===== src/rtl/univ_shift_reg.sv =====
// Universal shift register: hold, shift right/left (serial-in or rotate), parallel load,
// with synchronous preset/clear, a saturating shift counter and a registered serial output.
module univ_shift_reg #(
    parameter int               WIDTH     = 8,
    parameter bit               ROTATE    = 1'b0,
    parameter logic [WIDTH-1:0] RESET_VAL = {WIDTH{1'b0}}
) (
    input  logic                         i_clk,
    input  logic                         i_rstn,
    input  logic                         i_prn,
    input  logic                         i_clrn,
    input  logic                         i_en,
    input  logic [1:0]                   i_mode,
    input  logic [WIDTH-1:0]             i_D,
    input  logic                         i_sin,
    output logic [WIDTH-1:0]             o_Q,
    output logic                         o_sout,
    output logic [$clog2(WIDTH+1)-1:0]   o_cnt,
    output logic                         o_full
);

    localparam int               CNT_W   = $clog2(WIDTH+1);
    localparam logic [CNT_W-1:0] CNT_MAX = CNT_W'(WIDTH);

    localparam logic [1:0] MODE_HOLD = 2'b00;
    localparam logic [1:0] MODE_SHR  = 2'b01;
    localparam logic [1:0] MODE_SHL  = 2'b10;
    localparam logic [1:0] MODE_LOAD = 2'b11;

    // The counter sticks at WIDTH so "full" stays asserted until the next load/preset/clear.
    function automatic logic [CNT_W-1:0] sat_inc(input logic [CNT_W-1:0] c);
        return (c == CNT_MAX) ? c : c + CNT_W'(1);
    endfunction

    function automatic logic [WIDTH-1:0] shift_right(input logic [WIDTH-1:0] q, input logic in_bit);
        return {in_bit, q[WIDTH-1:1]};
    endfunction

    function automatic logic [WIDTH-1:0] shift_left(input logic [WIDTH-1:0] q, input logic in_bit);
        return {q[WIDTH-2:0], in_bit};
    endfunction

    logic [WIDTH-1:0] q_nxt;
    logic             sout_nxt;
    logic [CNT_W-1:0] cnt_nxt;
    logic             shr_in;
    logic             shl_in;

    assign shr_in = ROTATE ? o_Q[0]       : i_sin;
    assign shl_in = ROTATE ? o_Q[WIDTH-1] : i_sin;

    always_comb begin
        q_nxt    = o_Q;
        sout_nxt = o_sout;
        cnt_nxt  = o_cnt;
        if (!i_prn) begin
            q_nxt   = '1;
            cnt_nxt = '0;
        end else if (!i_clrn) begin
            q_nxt   = '0;
            cnt_nxt = '0;
        end else if (i_en) begin
            case (i_mode)
                MODE_SHR: begin
                    q_nxt    = shift_right(o_Q, shr_in);
                    sout_nxt = o_Q[0];
                    cnt_nxt  = sat_inc(o_cnt);
                end
                MODE_SHL: begin
                    q_nxt    = shift_left(o_Q, shl_in);
                    sout_nxt = o_Q[WIDTH-1];
                    cnt_nxt  = sat_inc(o_cnt);
                end
                MODE_LOAD: begin
                    q_nxt   = i_D;
                    cnt_nxt = '0;
                end
                MODE_HOLD: ;
                default: ;
            endcase
        end
    end

    always_ff @(posedge i_clk or negedge i_rstn) begin
        if (!i_rstn) begin
            o_Q    <= RESET_VAL;
            o_sout <= 1'b0;
            o_cnt  <= '0;
        end else begin
            o_Q    <= q_nxt;
            o_sout <= sout_nxt;
            o_cnt  <= cnt_nxt;
        end
    end

    assign o_full = (o_cnt == CNT_MAX);

endmodule

===== config.mk =====
export PLATFORM = sky130hd
export DESIGN_NAME = univ_shift_reg
export DESIGN_NICKNAME = d
export VERILOG_FILES = /design/src/rtl/univ_shift_reg.sv
export SDC_FILE = /design/constraint.sdc
export NUM_CORES = 1
export LEC_CHECK = 0
export CAP_MARGIN = 20
export CORE_UTILIZATION = 44
export CTS_CLUSTER_SIZE = 30
export DETAILED_ROUTE_END_ITERATION = 10
export PLACE_DENSITY = 0.78
export SLEW_MARGIN = 10
export SYNTH_ARGS = -nofsm -noshare
export SYNTH_HDL_FRONTEND = slang
export SYNTH_SLANG_ARGS = --single-unit

===== constraint.sdc =====
create_clock -name i_clk -period 1.7 [get_ports i_clk]
set_input_delay 0.34 -clock i_clk [delete_from_list [all_inputs] [get_ports i_clk]]
set_output_delay 0.34 -clock i_clk [all_outputs]
set_load 0.005 [all_outputs]

After elaboration in Yosys (flattened, before gate mapping)
Cells that the tools add are included.
{"block": "totals", "elab_cells": 27, "inputBits": 16, "output_inout_bits": 14, "ff_bits": 13}
{"block": "op_classes", "n_eq_ne": 8, "reduce_logical": 5, "mux": 10, "add_sub_neg": 1}
{"operator": "$mux W8", "n": 3}
{"operator": "$pmux W8 S3", "n": 1}
{"operator": "$mux W4", "n": 4}
{"operator": "$pmux W4 S2", "n": 1}
{"operator": "$ne A5 B2 Y1 const B", "n": 1}
{"operator": "$add A4 B1 Y4 const B", "n": 1}
{"operator": "$eq A2 B2 Y1 const B", "n": 2}
{"operator": "$eq A4 B4 Y1 const B", "n": 1}
{"operator": "$ne A4 B3 Y1 const B", "n": 1}
{"operator": "$ne A4 B4 Y1 const B", "n": 1}
{"operator": "$reduce_and A4 Y1", "n": 1}
{"operator": "$ne A3 B2 Y1 const B", "n": 1}
{"operator": "$reduce_and A3 Y1", "n": 1}
{"operator": "$eq A2 B1 Y1 const B", "n": 1}
{"operator": "$pmux W1 S2", "n": 1}
{"operator": "$reduce_and A2 Y1", "n": 1}
{"operator": "$reduce_bool A2 Y1", "n": 1}
{"operator": "$reduce_or A2 Y1", "n": 1}

Longest topological paths before layout
Gate-level depths: netlist (run 1).
{"block": "logic_depth", "word_depth": 6, "ltp_mapped": 7, "depth_no_buf": 5}

Least setup slack after synthesis (run 1)
No wires, ideal clock.
{"block": "synth_path", "kind": "input port to flip-flop", "startpoint": "input port i_mode[0]", "endpoint": "register o_cnt[3]", "stages": 5, "setup_slack_ns": 0.166, "required_ns": 1.618, "arrival_ns": 1.453, "n_path_buf": 0, "cell_sequence": "inv_1 -> ha_1 -> nand4b_1 -> or4_1 -> a31oi_1"}
{"block": "synth_via", "elab_chain_len": 6, "word_cells_on_any_way": 11, "cone_classes": "eq/ne: 5; mux: 4; reduce/logical: 2"}
{"element": "from (decl)", "line": "13", "text": "input logic [1:0] i_mode,"}
{"element": "$eq A2 B2 Y1 or $eq A2 B1 Y1 (tied branches)", "line": "63", "text": "case (i_mode)"}
{"element": "$reduce_or A2 Y1 (no line)"}
{"element": "$pmux W4 S2", "line": "63"}
{"element": "$mux W4", "line": "62", "text": "end else if (i_en) begin"}
{"element": "$mux W4", "line": "59", "text": "end else if (!i_clrn) begin"}
{"element": "$mux W4", "line": "56", "text": "if (!i_prn) begin"}
{"element": "to (signal assigned)", "line": "92", "text": "o_cnt <= cnt_nxt;"}
{"element": "to (decl)", "line": "18", "text": "output logic [$clog2(WIDTH+1)-1:0] o_cnt,"}
Parallel ways exist; a longest one is shown, timed or not. The select of a mux whose other input is x is not followed.
A chain may end at the register's enable or synchronous reset.

Worst setup path in the final report (run 1)
{"block": "layout_path", "startpoint": "register o_cnt[1]", "endpoint": "register o_cnt[1]"}
{"block": "layout_via", "elab_chain_len": 6, "word_cells_on_any_way": 9, "cone_classes": "add/sub: 1; eq/ne: 2; mux: 5; reduce/logical: 1"}
{"element": "$add A4 B1 Y4", "line": "32", "text": "return (c == CNT_MAX) ? c : c + CNT_W'(1);"}
{"element": "$mux W4", "line": "32"}
{"element": "$pmux W4 S2", "line": "63"}
{"element": "$mux W4", "line": "62"}
{"element": "$mux W4", "line": "59"}
{"element": "$mux W4", "line": "56"}
Parallel ways exist; a longest one is shown, timed or not. The select of a mux whose other input is x is not followed.

==> summary.md, run 1 <==
| Metric | Value |
|---|---|
| Worst-path fanout max | 2 |
| Grt total ovfl | 0 |
| Area contributors post-synth | dfrtp_1, nand3_1, a22o_1 |
| R2R setup slack | -10 ps |
| Drt wl/cell | 17.3 um |
| VDD IR max | 0.482 mV |
| CP Cell Sequence | inv_2 > buf_6 > buf_4 > buf_4 > buf_4 > buf_4 > buf_6 > buf_6 > buf_6 > o32ai_2 |
| Startpoint types | register |
| Place WS | -383 ps |
| Element type at the critical path end | register |
| Max Freq | 0.584 GHz |
| Xor-xnor portion of the synthesized cell area | 0% |
| Leakage | 0.659 nW |
| Sink Count | 13 |
| First-pass GRT wire length | 4240 um |
| Antenna cells | 0 |
| Critical path required time | 1880 ps |
| Largest family of logic cells by synthesized area | simple AND/OR/NAND/NOR gates |
| Clock buffer depth | 2 |
| H-tree depth | 1 |
| Skew final | 4.10 ps |
| Die Ht | 46.6 um |
| Async S/R FF share, synth | 100% |
| Unique masters post-synth | 27 |
| Max_cap viols | 0 |
| Final worst-path cycle share | 101% |
| Setup TNS Final | -13.0 ps |
| Die W | 46.6 um |
| Clock Latency Late Sink | 270 ps |
| Post-synthesis simple-gate area fraction | 24.6% |
| Syn Inst Count | 95 |
| EDFF count, synth | 0 |
| Core Rows | 15 |
| Num CTS Buffers | 3 |
| Tot Pwr | 0.803 mW |
| Share of layout cells above drive strength 1 | 27.7% |
| Synth Flop Type | dfrtp_1 |
| Final Core Density | 80.1% |
| Drt total wl | 3000 um |
| Mapped Nets | 116 |
| Cell area power density | 556 nW/um2 |
| Syn Area/Cell | 9.19 um2 |
| Synth cell count leaders | nand3_1, dfrtp_1, o21ai_0 |
| TritonCTS clock tree | yes |
| Iter 0 DRT Violations | 20 |
| Pins over their slew limit | 0 |
| Layout area overhead | 65.3% |
| Gp weighted congestion | 0.826 |
| Worst-margin pin slew | 306 ps |
| Clk root buf | clkbuf_4 |
| FF+latch count, synth | 13 |
| Worst relative slew slack | 79.5% |
| Synth Area in Adders | 7.16% |
| Crit path DAT | 1900 ps |
| Worst-path clk slew | 80 ps |
| Die area | 2170 um2 |
| Max stage delay on crit path | 390 ps |
| Final Hold Fails | 0 |
| Compound-Gate Fraction of Synth Area | 23.6% |
| Non-Filler Instances | 173 |
| Failing checks | setup timing |
| Nets@finish | 170 |
| Synthesized area | 873 um2 |
| Status | complete, but fails checks |
| YS warnings | 0 |
| Core area | 1800 um2 |
| Inst Count DP | 159 |
| Pin count of the biggest net entering global routing | 17 |
| Initial antenna violation count | 0 |
| Crit-path slowest cell | dfrtp_1 |
| Remaining DRCs | 0 |
| Pre-antenna DRT Iters | 4 |
| Routed Antenna Nets | 0 |
| GRT Total Usage | 28.3% |
| Register area share after synthesis | 37.2% |
| Multiplexer share of the synthesized area | 1.15% |
| Kind of critical path | register to register |
| Ports | 30 |
| Vias in the first global route | 969 |
| Final Setup Violations | 2 |
| Vias | 1022 |
| Most numerous cell in the Yosys netlist | nand3_1 |
| Yosys top cell by area | dfrtp_1 |
| Synth top area share | 37.2% |
| Final WS setup | -12.2 ps |
| Buffers on Ports | 29 |
| Hold Crit Class | input pin to async pin |
| Starting Density | 48.5% |
| Vias per cell | 5.91 |
| Final Critical Period | 1710 ps |
| HPWL after detailed placement | 1760 um |
layout make-up:
| type | instances | area, um2 |
|---|---|---|
| Multi-Input combinational cell | 69 | 536 |
| Timing Repair Buffer | 55 | 499 |
| Fill cell | 122 | 358 |
| Sequential cell | 13 | 325 |
| Tap cell | 25 | 31.3 |
| Clock buffer | 4 | 26.3 |
| Inverter | 7 | 26.3 |
metrics by stage:
step           area (um2)  hold slack, ps
2_1_floorplan         873            44.4
6_report             1440             369
4_1_cts              1400             371
3_3_place_gp         1290             467
3_5_place_dp         1290             473
5_1_grt              1440             385
worst max-delay path: cells and delay by family (launching register included):
kind,cells,cell delay [ps]
buf+inv,9,960
compound gates,1,250
flops,1,390
per-layer routing:
metal	part of all wire, %	up-vias	global-route usage [%]
met4	1.3	0	11.2
met2	53	46	50.3
met5	0	-	0
met1	40	507	32.4
li1	-	463	-
met3	5.9	6	5.88
power by group:
group	switching (mW)	leakage, nW	internal, mW
Sequential	0.0210	0.155	0.333
Clock	0.103	0.0150	0.0909
Combinational	0.108	0.488	0.147
worst paths after layout:
path	start	endpoint	cells past startpoint
max in group asynchronous	i_rstn	o_Q[0]$_DFFE_PN0P_	2
hold / removal	i_rstn	o_cnt[3]$_DFFE_PN0P_	2
setup / recovery	o_cnt[1]$_DFFE_PN0P_	o_cnt[1]$_DFFE_PN0P_	10
min in group i_clk	o_sout$_DFFE_PN0P_	o_sout$_DFFE_PN0P_	2
hold reg to reg	o_sout$_DFFE_PN0P_	o_sout$_DFFE_PN0P_	2
setup reg to reg	o_cnt[1]$_DFFE_PN0P_	o_cnt[1]$_DFFE_PN0P_	10
cells in the final DEF, fill, tap and decap left out, types with 2 or more instances in the layout:
cell | synthesis | layout
inv_1 | 6 | 5
nand3_1 | 17 | 17
buf_4 | 0 | 22
clkbuf_4 | 0 | 3
ha_2 | 0 | 2
o21ai_0 | 9 | 9
clkdlybuf4s50_1 | 0 | 25
buf_6 | 0 | 4
nor3b_1 | 8 | 8
a22o_1 | 8 | 8
nand2_1 | 3 | 3
dlymetal6s2s_1 | 0 | 2
dfrtp_1 | 13 | 13
ha_1 | 5 | 3
a31oi_2 | 0 | 2
nand4b_1 | 2 | 2
inv_2 | 1 | 2
nand3b_1 | 2 | 2
repair_timing:
| action | 4_1_cts | 5_1_grt |
|---|---|---|
| hold buffers | 0 | 0 |
| pin swaps | 2 | 5 |
| resized for setup | 6 | 13 |
| endpoints found under the setup margin | 4 | 4 |
| buffers inserted | 9 | 2 |
cells by family after synthesis:
family	Yosys count
AO/OA/AOI/OAI	28
adder cells (fa/ha/maj)	5
buffers and inverters	13
flip-flops	13
multiplexers	1
AND/OR/NAND/NOR	35
flip-flops by register name (all words and copies together), names as in the netlist:
| signal | cells |
|---|---|
| o_sout | 1 |
| o_Q | 8 |
| o_cnt | 4 |
No activity file was read; power rests on OpenSTA's default activity.
==> run 2: changes to the inputs <==
--- a/config.mk
+++ b/config.mk
@@ -11,2 +11,3 @@
 export DETAILED_ROUTE_END_ITERATION = 10
+export HOLD_SLACK_MARGIN = 0.05
 export PLACE_DENSITY = 0.78
==> constraint.sdc (replaced) <==
create_clock -name i_clk -period 1.7 [get_ports i_clk]
set_input_delay 0.17 -clock i_clk [delete_from_list [all_inputs] [get_ports i_clk]]
set_output_delay 0.17 -clock i_clk [all_outputs]
set_load 0.005 [all_outputs]
==> run 2 against run 1 <==
The flow now finishes without violations. Via count shrank 11%. First-iteration DRC count shrank 50%. Highest routed layer unchanged. Critical path type is now input pin to register. Total power shrank 1.5%. Critical path depth shrank 5. Wire length shrank 21%. Global-route usage shrank 3.1 points. Utilization shrank 7.4 points. Critical endpoint is now o_cnt[3]$_DFFE_PN0P_. Clock skew is essentially flat. Hold slack lost 110 ps. Clock power is essentially flat. Sequential power is essentially flat.
==> summary.md, run 2 (same netlist as run 1, synthesis figures left out) <==
| Metric | Value |
|---|---|
| Status | completed (was complete, but fails checks) |
| Largest register FFs | 8 (unchanged) |
| Top Registers | o_Q (8), o_cnt (4), o_sout (1) (unchanged) |
| Leakage | 0.581 nW (was 0.659 nW) |
| Pins over their slew limit | 0 (unchanged) |
| Worst-path fanout max | 3 (was 2) |
| Final Critical Period | 1500 ps (was 1710 ps) |
| Tot Pwr | 0.791 mW (was 0.803 mW) |
| Filler cell count | 155 (was 122) |
| CP bufs+invs | 1 (was 9) |
| RSZ-0062 raised after global routing | no |
| Routed Antenna Nets | 0 (unchanged) |
| Num CTS Buffers | 3 (unchanged) |
| Clock Latency Late Sink | 280 ps (was 270 ps) |
| Worst-margin pin slew | 596 ps (was 306 ps) |
| Final worst-path cycle share | 88.3% (was 101%) |
| Drt wl/cell | 14.6 um (was 17.3 um) |
| DP Area | 1260 um2 (was 1290 um2) |
| VDD IR max | 0.317 mV (was 0.482 mV) |
| Largest Register | o_Q (unchanged) |
| Crit path DAT | 1710 ps (was 1900 ps) |
| Fin area | 1310 um2 (was 1440 um2) |
| CP Cell Sequence | clkdlybuf4s50_1 > ha_1 > nand4b_1 > or4_1 > a31oi_1 (was inv_2 > buf_6 > buf_4 > buf_4 > buf_4 > buf_4 > buf_6 > buf_6 > buf_6 > o32ai_2) |
| First-pass GRT wire length | 3780 um (was 4240 um) |
| Post-CTS Hold Buffers | 0 (unchanged) |
| Element type at the critical path end | register (unchanged) |
| Vias in the first global route | 865 (was 969) |
| HPWL after detailed placement | 1770 um (was 1760 um) |
| TritonCTS clock tree | yes (unchanged) |
| Clk root buf | clkbuf_4 (unchanged) |
| Hold Crit Class | input pin to async pin (unchanged) |
| Worst relative slew slack | 60.1% (was 79.5%) |
| Final Setup Violations | 0 (was 2) |
| Top delay family on crit path | simple AND/OR/NAND/NOR gates (was buffers and inverters) |
| Core area | 1800 um2 (unchanged) |
| Vias per cell | 5.60 (was 5.91) |
| Critical path required time | 1910 ps (was 1880 ps) |
| Starting Density | 48.5% (unchanged) |
| Skew final | 4.30 ps (was 4.10 ps) |
| Max Freq | 0.666 GHz (was 0.584 GHz) |
| Die area | 2170 um2 (unchanged) |
| Clock buffer depth | 2 (unchanged) |
| Crit-path slowest cell | clkdlybuf4s50_1 (was dfrtp_1) |
| Startpoint types | input pin (was register) |
| R2R setup slack | 280 ps (was -10 ps) |
| Buffers on Ports | 29 (unchanged) |
| Final Hold Fails | 0 (unchanged) |
| Pre-antenna DRT Iters | 4 (unchanged) |
| Core Rows | 15 (unchanged) |
| Worst reg2reg endpoint | o_cnt[0]$_DFFE_PN0P_ (was o_cnt[1]$_DFFE_PN0P_) |
| H-tree depth | 1 (unchanged) |
| Iter 0 DRT Violations | 10 (was 20) |
| Nets@finish | 159 (was 170) |
| Grt total ovfl | 0 (unchanged) |
| WHS | 260 ps (was 369 ps) |
| Cell area power density | 603 nW/um2 (was 556 nW/um2) |
| FF-to-FF path depth | 6 (was 10) |
| Layout area overhead | 50.1% (was 65.3%) |
| Ports | 30 (unchanged) |
| Final Core Density | 72.8% (was 80.1%) |
| Antenna cells | 0 (unchanged) |
| Worst r2r src | o_cnt[1]$_DFFE_PN0P_ (unchanged) |
| Drt total wl | 2360 um (was 3000 um) |
| Vias | 907 (was 1022) |
| Gp weighted congestion | 0.782 (was 0.826) |
| Remaining DRCs | 0 (unchanged) |
| Setup TNS Final | 0 ps (was -13.0 ps) |
| GRT Total Usage | 25.2% (was 28.3%) |
| Die Ht | 46.6 um (unchanged) |
| Initial antenna violation count | 0 (unchanged) |
| Max stage delay on crit path | 500 ps (was 390 ps) |
| Die W | 46.6 um (unchanged) |
| Pin count of the biggest net entering global routing | 16 (was 17) |
| Share of layout cells above drive strength 1 | 16.8% (was 27.7%) |
| CP Depth | 5 (was 10) |
| Most frequent cells in the layout | clkdlybuf4s50_1, nand3_1, buf_4 (was clkdlybuf4s50_1, buf_4, nand3_1) |
| Commonest non-fill, non-tap cell in the layout | clkdlybuf4s50_1 (unchanged) |
| Sink Count | 13 (unchanged) |
| Max_cap viols | 0 (unchanged) |
| Kind of critical path | input pin to register (was register to register) |
| Worst-path clk slew | 80 ps (about the same) |
==> run 2: cell types whose count changed in the layout (fill, tap and decap cells not counted), moves of 2 or more <==
cell / previous run / this run
clkdlybuf4s50_1: 25 / 27
a31oi_2: 2 / 0
buf_6: 4 / 0
buf_4: 22 / 15
a31oi_1: 0 / 2
==> run 2: area by class of cell <==
class | count | area [um2] | share of cell area (%)
Sequential cell | 13 | 327 | 24.9
Clock buffer | 4 | 26.3 | 2.00
Timing Repair Buffer | 44 | 404 | 30.8
Tap cell | 25 | 31.3 | 2.39
Multi-Input combinational cell | 69 | 497 | 37.9
Inverter | 7 | 26.3 | 2.00
==> run 2: through the flow <==
step | setup slack (ps) | instances
final | 199 | 162
after global routing | 97.2 | 162
after CTS | 81.7 | 162
after detailed placement | -225 | 156
after global placement | -129 | 156
after floorplan | 336 | 95
==> run 2: layer usage <==
metal,global-route usage [%],up-vias,wire length [um]
met5,0,-,0
met2,45.6,38,1220
met1,27.8,422,970
met4,11.2,0,25
li1,-,445,-
met3,5.10,2,148
==> run 2: report_power, final <==
part	switching (mW)	internal (mW)
logic	0.0979	0.143
registers	0.0218	0.333
clock network	0.104	0.0911
total	0.224	0.567
==> run 2: worst max-delay path by stage <==
stage / from / end / slack [ps]
after floorplan: i_mode[0] / o_cnt[3]$_DFFE_PN0P_ / 340
after global placement: i_mode[0] / o_cnt[3]$_DFFE_PN0P_ / -130
after detailed placement: i_mode[0] / o_cnt[3]$_DFFE_PN0P_ / -230
after CTS: i_mode[0] / o_cnt[3]$_DFFE_PN0P_ / 80
after global routing: i_mode[1] / o_cnt[2]$_DFFE_PN0P_ / 100
final: i_mode[1] / o_cnt[3]$_DFFE_PN0P_ / 200
==> run 2: repair_timing <==
item / 4_1_cts / 5_1_grt
setup buffers: 2 / 0
setup endpoints to repair: 1 / 2
gates cloned: 0 / 0
resized for setup: 3 / 1
==> run 2: worst register-to-register path: stages, from the launching register on <==
cell      delay (ps)
dfrtp_1          380
inv_1             80
ha_2             170
nand3b_1         100
buf_4            170
o211a_1          220
a211oi_1         220
